[config.mk]
export PLATFORM = sky130hd
export DESIGN_NAME = hex_display_scan
export DESIGN_NICKNAME = d
export VERILOG_FILES = /design/src/rtl/hex_display_scan.sv
export SDC_FILE = /design/constraint.sdc
export NUM_CORES = 1
export LEC_CHECK = 0
export ABC_AREA = 0
export BUFFER_PORTS_ARGS = -buffer_cell sky130_fd_sc_hd__buf_2
export CORE_UTILIZATION = 59
export CTS_BUF_LIST = sky130_fd_sc_hd__clkbuf_4 sky130_fd_sc_hd__clkbuf_8 sky130_fd_sc_hd__clkbuf_16
export DETAILED_ROUTE_END_ITERATION = 10
export PLACE_DENSITY_LB_ADDON = 0.05
export SYNTH_ARGS = -nofsm -noshare
export SYNTH_HDL_FRONTEND = slang
export SYNTH_SLANG_ARGS = --single-unit
[constraint.sdc]
create_clock -name clk -period 3.7 [get_ports clk]
set_clock_uncertainty 0.2 [all_clocks]
set_input_delay 0.555 -clock clk [delete_from_list [all_inputs] [get_ports clk]]
set_output_delay 0.555 -clock clk [all_outputs]
set_load 0.05 [all_outputs]
[src/rtl/hex_display_scan.sv]
// Four-digit multiplexed seven-segment scanner with blanking, blink
// and tear-free double-buffered updates applied at frame wrap.
module hex_display_scan #(
  parameter int unsigned SCAN_DIV  = 50_000,
  parameter int unsigned BLANK_CYC = 16,
  parameter int unsigned BLINK_DIV = 12_500_000
) (
  input  logic       clk,
  input  logic       rst,
  input  logic [3:0] hex_0,
  input  logic [3:0] hex_1,
  input  logic [3:0] hex_2,
  input  logic [3:0] hex_3,
  input  logic [3:0] blink_mask,
  input  logic [3:0] dp_mask,
  input  logic       upd,
  output logic [6:0] seg_n,
  output logic       dp_n,
  output logic [3:0] an_n,
  output logic       frame_done
);

  localparam int PW = (SCAN_DIV > 1) ? $clog2(SCAN_DIV) : 1;
  localparam int BW = (BLINK_DIV > 1) ? $clog2(BLINK_DIV) : 1;
  localparam logic [PW-1:0] P_LAST  = PW'(SCAN_DIV - 1);
  localparam logic [PW-1:0] P_BLANK = PW'(BLANK_CYC);
  localparam logic [BW-1:0] B_LAST  = BW'(BLINK_DIV - 1);

  typedef struct packed {
    logic [3:0] blink;
    logic [3:0] dp;
    logic [3:0] h3;
    logic [3:0] h2;
    logic [3:0] h1;
    logic [3:0] h0;
  } disp_t;

  function automatic logic [6:0] hex7(input logic [3:0] v);
    logic [6:0] p;
    unique case (v)
      4'h0: p = 7'h3F;
      4'h1: p = 7'h06;
      4'h2: p = 7'h5B;
      4'h3: p = 7'h4F;
      4'h4: p = 7'h66;
      4'h5: p = 7'h6D;
      4'h6: p = 7'h7D;
      4'h7: p = 7'h07;
      4'h8: p = 7'h7F;
      4'h9: p = 7'h6F;
      4'hA: p = 7'h77;
      4'hB: p = 7'h7C;
      4'hC: p = 7'h39;
      4'hD: p = 7'h5E;
      4'hE: p = 7'h79;
      4'hF: p = 7'h71;
    endcase
    return p;
  endfunction

  logic [PW-1:0] presc;
  logic [1:0]    idx;
  logic [BW-1:0] bcnt;
  logic          bph;
  disp_t         pend;
  disp_t         act;
  logic          pend_vld;
  disp_t         din;
  logic          tick;
  logic          wrap;
  logic [3:0]    cur_hex;
  logic          blank;
  logic [6:0]    nxt_seg;
  logic          nxt_dp;
  logic [3:0]    nxt_an;

  assign din  = '{blink: blink_mask, dp: dp_mask,
                  h3: hex_3, h2: hex_2, h1: hex_1, h0: hex_0};
  assign tick = (presc == P_LAST);
  assign wrap = tick && (idx == 2'd3);

  always_comb begin
    cur_hex = act.h0;
    unique case (idx)
      2'd0: cur_hex = act.h0;
      2'd1: cur_hex = act.h1;
      2'd2: cur_hex = act.h2;
      2'd3: cur_hex = act.h3;
    endcase
    blank   = bph & act.blink[idx];
    nxt_seg = blank ? 7'h7F : ~hex7(cur_hex);
    nxt_dp  = blank ? 1'b1 : ~act.dp[idx];
    nxt_an  = (presc < P_BLANK) ? 4'hF : ~(4'b0001 << idx);
  end

  always_ff @(posedge clk or posedge rst) begin
    if (rst) begin
      presc <= '0;
      idx   <= '0;
    end else begin
      presc <= tick ? '0 : presc + 1'b1;
      if (tick) idx <= idx + 2'd1;
    end
  end

  always_ff @(posedge clk or posedge rst) begin
    if (rst) begin
      bcnt <= '0;
      bph  <= 1'b0;
    end else if (bcnt == B_LAST) begin
      bcnt <= '0;
      bph  <= ~bph;
    end else begin
      bcnt <= bcnt + 1'b1;
    end
  end

  // New data goes to pending; active only changes on the 3->0 wrap.
  always_ff @(posedge clk or posedge rst) begin
    if (rst) begin
      pend     <= '0;
      act      <= '0;
      pend_vld <= 1'b0;
    end else begin
      if (wrap && pend_vld) act <= pend;
      if (upd) begin
        pend     <= din;
        pend_vld <= 1'b1;
      end else if (wrap) begin
        pend_vld <= 1'b0;
      end
    end
  end

  always_ff @(posedge clk or posedge rst) begin
    if (rst) begin
      seg_n      <= 7'h7F;
      dp_n       <= 1'b1;
      an_n       <= 4'hF;
      frame_done <= 1'b0;
    end else begin
      seg_n      <= nxt_seg;
      dp_n       <= nxt_dp;
      an_n       <= nxt_an;
      frame_done <= wrap;
    end
  end

endmodule

==> results.md <==
* Sequential element share of the synthesized area at 56.6%
* Flops & latches, synth at 105
* Synth Area in Compound Gates at 3.97%
* M1 GR Usage at 31.3%
* Syn Nets at 412
* Drt total wl at 8.29 mm
* Multi-input logic area at 1910 um^2
* P per Cell Area at 375 nW/um^2
* R2R depth at 8
* Slew headroom at 42.8%
* Antenna violations before repair at 0
* DRT Pass-1 Iters at 4
* Placed cell areas at 4980 um^2
* Antenna Cells at 0
* Clock latency on the worst-skew pair at 370 ps
* Yosys cell types at 42
* Clock-pin transition on the worst setup and hold timing paths at 100 ps
* # DRC at 0
* Xor and xnor area share after synthesis at 6.00%
* Port bufs at 39
* Boundary Pins at 40
* Max-cap check violation count at 0
* Final period utilization at 71.6%
* Area growth from synthesis to layout at 10.7%
* Num Clock Sinks at 105
* Initial drt markers at 109
* Max Fclk at 378 MHz
* Post-layout min period at 2650 ps
* GRT met3 Usage at 4.69%
* Pins Over Slew Limit at 0
* Slew @ Worst Pin at 835 ps
* Syn Area/Cell at 12.6 um^2
* Yosys warnings at 0
* Largest family of logic cells by synthesized area: multiplexers
* Most frequent cells in the layout: dfrtp_1 (93), buf_2 (39), mux2_2 (30)
* Crit Path Max Fanout at 6
* Largest net degree at the start of global routing at 69
* FF-to-FF Start: idx[0]
* CTS Hold Bufs at 0
* Via-to-Cell Ratio at 5.52
* Simple-gate portion of the synthesized area at 12.9%
* Num rows at 32
* Status: finished clean
* Final Setup Violations at 0
* CTS tree: done
* Most common cell after layout, fill and taps aside: dfrtp_1
* # fillers at 565
* Setup TNS Final at 0 ps
* R2r setup slk at 1050 ps
* CP endpoint kind: flop
* Startpoint Class: flop
* Area of the core at 7690 um^2
* Met2 Track Usage GR at 35.3%
* H-tree levels at 3
* Chip height at 91.0 um
* Hold Path Class: in -> async
* Vias at 2886
* Gr ovfl total at 0
* Synthesized area at 4670 um^2
* Design area at 5170 um^2
* Final hold viol count at 0
* TritonCTS Buffers at 9
* Crit path DAT at 2710 ps
* Share of cells above drive strength 1 at 25.4%
* Cells after Synth at 372
* Reg2reg end: seg_n[5]
* Setup crit end: seg_n[5]
* Number of global-route vias before repair at 3057
* Peak VDD IR at 0.269 mV
* First-pass GRT wire length at 14.5 mm
* Placer Congestion at 0.814
* Gr busiest metal: met2
* Initial Util at 60.7%
* Adder-Cell Fraction of Synth Area at 3.48%
* Unrepaired setup endpoints after global routing: no
* Post-CTS sizing at 0
* Worst setup path start: idx[0]
* Die ar. at 8270 um^2
* FF+latch area at 2640 um^2
* Post-CTS Repair Setup Buffers at 0
* Required @ worst endpoint at 3760 ps
* Nets at 456
* Bufs on Longest Clock Path at 2
* P_leak at 0.00242 uW
* GRT Util Overall at 22.6%
* Post-synthesis mux area share at 14.5%
* Crit path kind: reg -> reg
* DP HPWL at 5.86 mm
* Avg WL per Cell at 15.9 um
* CTS Root Cell: clkbuf_8
* Antenna Nets Post-Route at 0
* Die X at 91.0 um
-- worst min path at each step --
| stage | slack, ps | depth (start not counted) | startpoint | end |
|---|---|---|---|---|
| after global routing | 40 | 2 | rst | presc[15] |
| final | 20 | 2 | rst | pend[8] |
| after floorplan | 240 | 1 | bph | bph |
| after CTS | 10 | 2 | rst | pend[8] |
| after global placement | 250 | 1 | pend_vld | pend_vld |
| after detailed placement | 260 | 1 | bph | bph |
-- worst max-delay path, stage by stage (launching register included) --
cell	delay [ps]
dfrtp_1	470
inv_1	140
ha_1	290
a222oi_1	380
mux2i_1	270
ha_1	280
nor2b_1	160
a21oi_1	190
o221ai_1	160
-- synthesized netlist by cell type, drive strengths merged --
master  number  area (um^2)
buf          5         46.3
mux4         2         45.0
mux2i        7         70.1
or4          1         7.51
nand4        9         56.3
nor2b        4         25.0
o22a         1         8.76
o211ai       1         7.51
and4         5         43.8
a21oi        5         25.0
nor4b        3         32.5
dfstp       12          315
a311o        1         10.0
a22o         1         8.76
nor4         5         46.3
ha          13          163
nor2        19         71.3
mux2        50          563
nand2       29          109
nor3         4         20.0
o22ai        1         6.26
nand3b       2         15.0
and3         8         50.1
inv         13         48.8
clkbuf       6         22.5
o21ai        6         30.0
a21o         1         7.51
or3          2         12.5
xor2        19          166
a222oi       4         40.0
dfrtp       93         2330
xnor2       13          114
a31oi        1         6.26
nand2b       3         18.8
o221ai       4         35.0
nand3       19         95.1
-- final cells by class --
class / instances / area share, %
Sequential cell: 105 / 51.1
Multi-Input combinational cell: 243 / 36.9
Timing Repair Buffer: 44 / 4.74
Tap cell: 102 / 2.47
Clock buffer: 9 / 2.40
Clock inverter: 7 / 1.36
Inverter: 13 / 0.992
-- layer usage --
metal	part of all wire (%)	wire length [um]
met5	0	0
met4	1.6	135
met3	3.5	289
met2	47	3940
met1	47	3930
-- stage by stage --
step                instances  util [%]  total power [uW]  setup WS, ps  hold slack, ps
floorplan                 372         -              1250           204             241
global placement          507      64.7              1280          1220             254
detailed placement        507      64.7              1280          1100             261
CTS                       523      67.3              1970          1050            11.4
global route              523      67.3              2020           804            44.1
finish                    523      67.3              1940          1050            15.8
-- registers in the layout (all words and copies together), names as in the netlist --
signal,flops
act,24
bcnt,24
pend,24
presc,16
seg_n,7
an_n,4
idx,2
bph,1
dp_n,1
frame_done,1
pend_vld,1
-- kinds of logic (layout without fill, tap and decap cells) --
kind of cell,after synthesis,in the layout
xor gates and xnor gates,32,32
buffers and inverters,24,73
and+or+nand+nor,113,113
AOI/OAI and AO/OA,26,26
DFF,105,105
muxes,59,59
adders and majority gates,13,13
-- power by group --
group | switching, uW | total, uW | leakage [uW] | internal, uW
Combinational | 36.9 | 72.1 | 0.000993 | 35.2
Clock | 413 | 677 | 0.0000955 | 263
Sequential | 14.0 | 1190 | 0.00134 | 1170
No activity file was read; power rests on OpenSTA's default activity.
